===== config.mk =====
export PLATFORM = sky130hd
export DESIGN_NAME = ula_main_control
export DESIGN_NICKNAME = d
export VERILOG_FILES = /design/src/rtl/ula_main_control.sv
export SDC_FILE = /design/constraint.sdc
export NUM_CORES = 1
export LEC_CHECK = 0
export BUFFER_PORTS_ARGS = -buffer_cell sky130_fd_sc_hd__buf_2
export CORE_MARGIN = 2
export CORE_UTILIZATION = 41
export CTS_CLUSTER_DIAMETER = 30
export DETAILED_ROUTE_END_ITERATION = 10
export GPL_ROUTABILITY_DRIVEN = 0
export MAX_ROUTING_LAYER = met4
export PLACE_DENSITY = 0.84
export SLEW_MARGIN = 5
export SYNTH_ARGS = -nofsm -noshare
export SYNTH_HDL_FRONTEND = slang
export SYNTH_SLANG_ARGS = --single-unit

===== constraint.sdc =====
create_clock -name clk -period 1.2 [get_ports clk]
set_clock_uncertainty 0.05 [all_clocks]
set_input_delay 0.06 -clock clk [delete_from_list [all_inputs] [get_ports clk]]
set_output_delay 0.06 -clock clk [all_outputs]
set_load 0.05 [all_outputs]

===== src/rtl/ula_main_control.sv =====
// Multicycle main control FSM for the RV32I core: sequences fetch/decode/execute/
// memory/writeback and drives every datapath mux, write-enable and memory strobe.
//
//   state    | meaning
//   IDLE     | post-reset, all outputs 0
//   FETCH    | read instruction at PC, PC+4 on handshake
//   DECODE   | opcode dispatch, branch/JAL target into ULAOut
//   EXEC_R   | rs1 op rs2 (funct-driven)
//   EXEC_I   | rs1 op imm (funct-driven)
//   LUI      | 0 + imm
//   AUIPC    | old_pc + imm
//   ALU_WB   | write ULAOut to rd
//   MEM_ADDR | rs1 + imm effective address
//   MEM_RD   | load access, waits on mem_ready
//   MEM_WB   | write MDR to rd
//   MEM_WR   | store access, waits on mem_ready
//   BRANCH   | compare, conditional PC load from ULAOut
//   JAL      | link, PC from ULAOut
//   JALR     | link, PC from rs1 + imm
//   TRAP     | illegal opcode
module ula_main_control #(
  parameter bit TRAP_STICKY = 1'b1
) (
  input  logic       clk,
  input  logic       rst_n,
  input  logic [6:0] opcode,
  input  logic       mem_ready,
  output logic [1:0] ula_op,
  output logic [1:0] ula_src_a,
  output logic [1:0] ula_src_b,
  output logic       pc_write,
  output logic       pc_write_cond,
  output logic [1:0] pc_source,
  output logic       ir_write,
  output logic       iord,
  output logic       mem_read,
  output logic       mem_write,
  output logic       reg_write,
  output logic [1:0] mem_to_reg,
  output logic       retire,
  output logic       illegal
);

  localparam logic [3:0] S_IDLE     = 4'd0;
  localparam logic [3:0] S_FETCH    = 4'd1;
  localparam logic [3:0] S_DECODE   = 4'd2;
  localparam logic [3:0] S_EXEC_R   = 4'd3;
  localparam logic [3:0] S_EXEC_I   = 4'd4;
  localparam logic [3:0] S_LUI      = 4'd5;
  localparam logic [3:0] S_AUIPC    = 4'd6;
  localparam logic [3:0] S_ALU_WB   = 4'd7;
  localparam logic [3:0] S_MEM_ADDR = 4'd8;
  localparam logic [3:0] S_MEM_RD   = 4'd9;
  localparam logic [3:0] S_MEM_WB   = 4'd10;
  localparam logic [3:0] S_MEM_WR   = 4'd11;
  localparam logic [3:0] S_BRANCH   = 4'd12;
  localparam logic [3:0] S_JAL      = 4'd13;
  localparam logic [3:0] S_JALR     = 4'd14;
  localparam logic [3:0] S_TRAP     = 4'd15;

  localparam logic [6:0] OP_R      = 7'b0110011;
  localparam logic [6:0] OP_I      = 7'b0010011;
  localparam logic [6:0] OP_LOAD   = 7'b0000011;
  localparam logic [6:0] OP_STORE  = 7'b0100011;
  localparam logic [6:0] OP_BRANCH = 7'b1100011;
  localparam logic [6:0] OP_JAL    = 7'b1101111;
  localparam logic [6:0] OP_JALR   = 7'b1100111;
  localparam logic [6:0] OP_LUI    = 7'b0110111;
  localparam logic [6:0] OP_AUIPC  = 7'b0010111;

  logic [3:0] state;
  logic [3:0] next_state;
  logic       is_load;

  // The opcode is only trusted in DECODE, so the load/store choice is kept here.
  always_ff @(posedge clk or negedge rst_n) begin
    if (!rst_n) begin
      state   <= S_IDLE;
      is_load <= 1'b0;
    end else begin
      state <= next_state;
      if (state == S_DECODE) is_load <= (opcode == OP_LOAD);
    end
  end

  always_comb begin
    next_state = S_IDLE;
    case (state)
      S_IDLE:     next_state = S_FETCH;
      S_FETCH:    next_state = mem_ready ? S_DECODE : S_FETCH;
      S_DECODE: begin
        case (opcode)
          OP_R:               next_state = S_EXEC_R;
          OP_I:               next_state = S_EXEC_I;
          OP_LOAD, OP_STORE:  next_state = S_MEM_ADDR;
          OP_BRANCH:          next_state = S_BRANCH;
          OP_JAL:             next_state = S_JAL;
          OP_JALR:            next_state = S_JALR;
          OP_LUI:             next_state = S_LUI;
          OP_AUIPC:           next_state = S_AUIPC;
          default:            next_state = S_TRAP;
        endcase
      end
      S_EXEC_R, S_EXEC_I, S_LUI, S_AUIPC: next_state = S_ALU_WB;
      S_MEM_ADDR: next_state = is_load ? S_MEM_RD : S_MEM_WR;
      S_MEM_RD:   next_state = mem_ready ? S_MEM_WB : S_MEM_RD;
      S_MEM_WR:   next_state = mem_ready ? S_FETCH : S_MEM_WR;
      S_ALU_WB, S_MEM_WB, S_BRANCH, S_JAL, S_JALR: next_state = S_FETCH;
      S_TRAP:     next_state = TRAP_STICKY ? S_TRAP : S_FETCH;
      default:    next_state = S_IDLE;
    endcase
  end

  always_comb begin
    ula_op        = 2'b00;
    ula_src_a     = 2'b00;
    ula_src_b     = 2'b00;
    pc_write      = 1'b0;
    pc_write_cond = 1'b0;
    pc_source     = 2'b00;
    ir_write      = 1'b0;
    iord          = 1'b0;
    mem_read      = 1'b0;
    mem_write     = 1'b0;
    reg_write     = 1'b0;
    mem_to_reg    = 2'b00;
    retire        = 1'b0;
    illegal       = 1'b0;
    case (state)
      S_FETCH: begin
        mem_read  = 1'b1;
        ula_src_b = 2'b01;
        ir_write  = mem_ready;
        pc_write  = mem_ready;
      end
      S_DECODE, S_AUIPC: begin
        ula_src_a = 2'b10;
        ula_src_b = 2'b10;
      end
      S_EXEC_R: begin
        ula_src_a = 2'b01;
        ula_op    = 2'b10;
      end
      S_EXEC_I: begin
        ula_src_a = 2'b01;
        ula_src_b = 2'b10;
        ula_op    = 2'b11;
      end
      S_LUI: begin
        ula_src_a = 2'b11;
        ula_src_b = 2'b10;
      end
      S_ALU_WB: begin
        reg_write = 1'b1;
        retire    = 1'b1;
      end
      S_MEM_ADDR: begin
        ula_src_a = 2'b01;
        ula_src_b = 2'b10;
      end
      S_MEM_RD: begin
        mem_read = 1'b1;
        iord     = 1'b1;
      end
      S_MEM_WB: begin
        reg_write  = 1'b1;
        mem_to_reg = 2'b01;
        retire     = 1'b1;
      end
      S_MEM_WR: begin
        mem_write = 1'b1;
        iord      = 1'b1;
        retire    = mem_ready;
      end
      S_BRANCH: begin
        ula_src_a     = 2'b01;
        ula_op        = 2'b01;
        pc_write_cond = 1'b1;
        pc_source     = 2'b01;
        retire        = 1'b1;
      end
      S_JAL: begin
        reg_write  = 1'b1;
        mem_to_reg = 2'b10;
        pc_write   = 1'b1;
        pc_source  = 2'b01;
        retire     = 1'b1;
      end
      S_JALR: begin
        ula_src_a  = 2'b01;
        ula_src_b  = 2'b10;
        reg_write  = 1'b1;
        mem_to_reg = 2'b10;
        pc_write   = 1'b1;
        retire     = 1'b1;
      end
      S_TRAP:  illegal = 1'b1;
      default: ;
    endcase
  end

endmodule


==> results of run 1 <==
==> stage by stage <==
| stage | area, µm² | setup WS [ps] |
|---|---|---|
| detailed placement | 1069 | -230.3 |
| global placement | 1069 | -189.1 |
| floorplan | 783.3 | -615.5 |
| CTS | 1349 | -344.9 |
==> cells in the mapped netlist, drive strengths merged (2+ instances only) <==
master  instances
nor2           16
and2            2
xor2            2
o22ai           3
nand3           2
buf             6
o21ai           9
nand2           8
dfrtp           5
inv             2
nor2b           4
nand2b          5
nor3            5
or3             2
a21oi           3
==> cells by family after synthesis <==
kind of cell / Yosys count / synth area share (%)
xor gates and xnor gates: 2 / 2.784
buffers and inverters: 8 / 6.758
other: 1 / 0.5958
AOI/OAI and AO/OA: 24 / 25.25
and+or+nand+nor: 49 / 43.14
DFF: 5 / 19.88
muxes: 1 / 1.591
==> timing repair <==
| action | CTS |
|---|---|
| resized for setup | 62 |
| hold endpoints to repair | 5 |
| pin swaps | 11 |
| setup endpoints to repair | 23 |
| buffers inserted | 6 |
| hold buffers | 1 |
==> flow_summary_export.csv, run 1 <==
group,metric,value,unit
floorplanning,die_x,43.18,µm
yosys,dominantRegCellSynth,"sky130_fd_sc_hd__dfrtp_1",
yosys,post_synth_main_area_contributors,"sky130_fd_sc_hd__dfrtp_1, sky130_fd_sc_hd__nor2_1, sky130_fd_sc_hd__o21ai_1",
placed_design,dp_cells,149,
clock_network,root_buffer_master,"sky130_fd_sc_hd__clkbuf_4",
yosys,synth_edf_count,0,
sta,timing.worst_endpoint.kind,"output port",
yosys,yosysWarnings,0,
floorplanning,chipHeight,43.18,µm
yosys,synthesis.instances,90,
yosys,synth_cell_type_count,38,
yosys,mappedNetlistArea,629.4,µm²
placed_design,port_buffer_cells,27,
global_route,antenna_found_initial,0,
yosys,ys_seq_area_share,19.88,%
run_status,stop_stage,"global routing (5_1_grt)",
clock_network,cts_max_path_buffers,2,
floorplanning,initial_core_utilization,42.77,%
sta,repair-timing-grt-worst-ep,"ula_src_a[0]",
clock_network,cts.sink_count,5,
yosys,syn-num-nets,100,
run_status,firstError,"[ERROR DPL-0033] detailed placement checks failed during check placement.",
yosys,ys_async_sr_fraction,100.0,%
yosys,synth_area_leader_cell,"sky130_fd_sc_hd__dfrtp_1",
yosys,ys_seq_elements,5,
yosys,netlist.area_leader.share,19.88,%
clock_network,number_of_buffers_added_by_the_clock_tree_synthesis_step,3,
global_route,grt_start_max_net_pins,12,
clock_network,htree_num_levels,1,
yosys,avgSynthCellArea,6.993,µm²
run_status,status,"did not finish",
floorplanning,num_io_pins,29,
placed_design,dp_hpwl,1550,µm
floorplanning,standard_cell_row_count,14,
==> run 2, diff against run 1 <==
--- a/config.mk
+++ b/config.mk
@@ -6,13 +6,11 @@
 export NUM_CORES = 1
 export LEC_CHECK = 0
 export BUFFER_PORTS_ARGS = -buffer_cell sky130_fd_sc_hd__buf_2
-export CORE_MARGIN = 2
-export CORE_UTILIZATION = 41
-export CTS_CLUSTER_DIAMETER = 30
+export CORE_AREA = 2 2 63 65
 export DETAILED_ROUTE_END_ITERATION = 10
+export DIE_AREA = 0 0 65 67
 export GPL_ROUTABILITY_DRIVEN = 0
-export MAX_ROUTING_LAYER = met4
-export PLACE_DENSITY = 0.84
+export PLACE_DENSITY_LB_ADDON = 0.15
 export SLEW_MARGIN = 5
 export SYNTH_ARGS = -nofsm -noshare
 export SYNTH_HDL_FRONTEND = slang
==> constraint.sdc (replaced) <==
create_clock -name clk -period 1.6 [get_ports clk]
set_clock_uncertainty 0.05 [all_clocks]
set_input_delay 0.08 -clock clk [delete_from_list [all_inputs] [get_ports clk]]
set_output_delay 0.08 -clock clk [all_outputs]
set_load 0.05 [all_outputs]
==> flow_summary_export.csv, run 2 <==
group,metric,value,unit
yosys,dominantRegCellSynth,"sky130_fd_sc_hd__dfrtp_1",
yosys,ys_seq_elements,5,
sta,rsz0062_at_grt,"true",
sta,timing_max_transition_violations_final,0,
yosys,ys_seq_area_share,19.88,%
hold_path,hold_path_start,"opcode[5]",
run,timing.max_cap.violations,0,
setup_path,critPathRequiredTime,1470,ps
clock_network,clk-insertion-delay-late,220,ps
yosys,netlist.area_leader.share,19.88,%
pwr,total_power,2522,µW
hold_path,min_delay_path_depth,2,
pwr,ir_drop,0.0003428,V
layout,nets,140,
yosys,post_synth_main_area_contributors,"sky130_fd_sc_hd__dfrtp_1, sky130_fd_sc_hd__nor2_1, sky130_fd_sc_hd__o21ai_1",
layout,largest_reg_flops,4,
run_status,status,"finished clean",
yosys,mappedNetlistArea,629.4,µm²
floorplanning,initial_core_utilization,17.45,%
yosys,synth_edf_count,0,
placed_design,port_buffer_cells,27,
setup_path,ff2ff_setup_slack,160,ps
layout,biggestRegsByFlops,"state: 4 flops, is_load: 1 flops",
global_route,grt_start_max_net_pins,13,
floorplanning,core_area,3606,µm²
floorplanning,die-area,4355,µm²
layout,commonest_non_fill_non_tap_cells_in_the_layout,"sky130_fd_sc_hd__buf_2, sky130_fd_sc_hd__buf_4, sky130_fd_sc_hd__nor2_1, sky130_fd_sc_hd__nand2_1, sky130_fd_sc_hd__o21ai_1",
floorplanning,chipHeight,67,µm
clock_network,root_buffer_master,"sky130_fd_sc_hd__clkbuf_8",
detailed_routing,drtPass1Iterations,4,
layout,mostFrequentLayoutCell,"sky130_fd_sc_hd__buf_2",
global_route,global_route.usage.total,10.37,%
setup_path,worstReg2RegStart,"state[3]",
sta,finalHoldViolCount,0,
hold_path,hold_path.class,"input port to flop",
detailed_routing,route.detailed.drc,0,
sta,timing.fmax,0.6472,GHz
setup_path,endpoint_kind,"primary output",
yosys,yosysWarnings,0,
floorplanning,standard_cell_row_count,22,
floorplanning,die_x,65,µm
clock_network,tritoncts,"built",
pwr,power_density,2431,nW/µm²
sta,layout_min_cycle_time,1545,ps
yosys,avgSynthCellArea,6.993,µm²
layout,area_growth,64.81,%
setup_path,kind_of_launch_point_of_the_worst_setup_path,"flop",
clock_network,cts_max_path_buffers,2,
setup_path,path_max_fanout,10,
detailed_routing,detail_route.iter0.violations,7,
sta,timing.final.crit_share,96.57,%
global_route,antenna_found_initial,0,
setup_path,critPathArrivalTime,1420,ps
sta,hold-worst-slack,81.98,ps
layout,largest-register,"state",
placed_design,dp_hpwl,1615,µm
global_route,globalRouteOverflowTotal,0,
yosys,ys_async_sr_fraction,100.0,%
yosys,synthesis.instances,90,
clock_network,number_of_buffers_added_by_the_clock_tree_synthesis_step,3,
yosys,syn-num-nets,100,
layout,utilization,28.76,%
setup_path,critical_path.reg2reg.endpoint,"state[3]",
clock_network,cts.clk_slew.worst_paths,40,ps
detailed_routing,routed-via-count,768,
clock_network,cts.sink_count,5,
yosys,synth.most_common_cell,"sky130_fd_sc_hd__nor2_1",
detailed_routing,postRouteAntennaNets,0,
layout,layout-drive-gt1-share,49.61,%
yosys,synth_cell_type_count,38,
detailed_routing,route.detailed.vias_per_inst,4.339,
hold_path,whs_endpoint,"is_load",
detailed_routing,drt-wirelength-per-cell,11.56,µm
global_route,first_global_vias,790,
yosys,commonest_cells_in_the_netlist,"sky130_fd_sc_hd__nor2_1, sky130_fd_sc_hd__nand2_1, sky130_fd_sc_hd__o21ai_1",
floorplanning,num_io_pins,29,
pwr,power.leakage,0.0004930,µW
layout,antenna_cells_inserted,0,
detailed_routing,drt_wl_total,2046,µm
global_route,grt_pass1_wl,3505,µm
yosys,synth_area_leader_cell,"sky130_fd_sc_hd__dfrtp_1",
clock_network,htree_num_levels,1,
setup_path,reg2regPathDepth,4,
sta,total_setup_violations_reported_at_the_end_of_the_flow,0,
setup_path,path_class,"flop to primary output",
run 2: cell counts after synthesis:
Identical to the previous run, type by type.
run 2: per-layer routing:
layer	GRT usage (%)	vias up	routed length (µm)
li1	-	400	-
met1	12.64	337	973
met2	17.91	29	932
met3	2.534	2	121
met4	3.191	0	19
met5	0	-	0
run 2: cell families (layout without fill, tap and decap cells):
kind of cell	Yosys count	in the layout	share of synthesized area, %
AND/OR/NAND/NOR	49	49	43.14
XOR/XNOR	2	2	2.784
flip-flops	5	5	19.88
other	1	1	0.5958
buffers and inverters	8	47	6.758
multiplexers	1	1	1.591
AO/OA/AOI/OAI	24	24	25.25
run 2: worst max path at each step:
| stage | slack, ps | cells past startpoint | end | start |
|---|---|---|---|---|
| final | 50 | 4 | ula_src_b[1] | state[2] |
| after global routing | -20 | 5 | pc_write | state[1] |
| after global placement | 20 | 4 | pc_write | state[3] |
| after detailed placement | 40 | 4 | pc_write | state[3] |
| after floorplan | -240 | 5 | pc_write | state[1] |
| after CTS | 0.5 | 4 | ula_src_b[1] | state[2] |
run 2: final cells by class:
class                   count  area [µm²]
clock buffers               4       45.04
fillers                   402        2569
inverters                   2       7.507
well taps                  48       60.06
flip-flops and latches      5       130.1
repair buffers             41       276.5
multi-input cells          77       518.0
run 2: critical path: stages, from the launching register on:
cell                       delay (ps)
sky130_fd_sc_hd__dfrtp_2          470
sky130_fd_sc_hd__nand2b_2         220
sky130_fd_sc_hd__xor2_1           150
sky130_fd_sc_hd__o22ai_2          110
sky130_fd_sc_hd__clkbuf_4         240
run 2: power by group:
group / internal, µW / total [µW] / switching, µW / leakage, µW
Sequential: 191 / 315 / 124 / 0.0000549
Combinational: 735 / 1980 / 1240 / 0.000415
Clock: 171 / 230 / 59.6 / 0.0000228
run 2: through the flow:
| step | setup TNS [ps] | instances | worst slack [ps] | area, µm² |
|---|---|---|---|---|
| after floorplan | -338.9 | 90 | -235.5 | 681.9 |
| after global placement | 0 | 170 | 18.31 | 920.9 |
| after detailed placement | 0 | 170 | 39.56 | 920.9 |
| after CTS | 0 | 175 | 0.5236 | 997.2 |
| after global routing | -27.32 | 177 | -23.04 | 1037 |
| final | 0 | 177 | 54.81 | 1037 |
run 2: repair_timing:
item / 4_1_cts / 5_1_grt
resized for setup: 10 / 9
endpoints found under the setup margin: 14 / 9
hold buffers: 1 / 0
setup buffers: 0 / 2
pin swaps: 0 / 0
hold endpoints to repair: 5 / 0
Note: power is estimated with default switching activity, not from simulation.
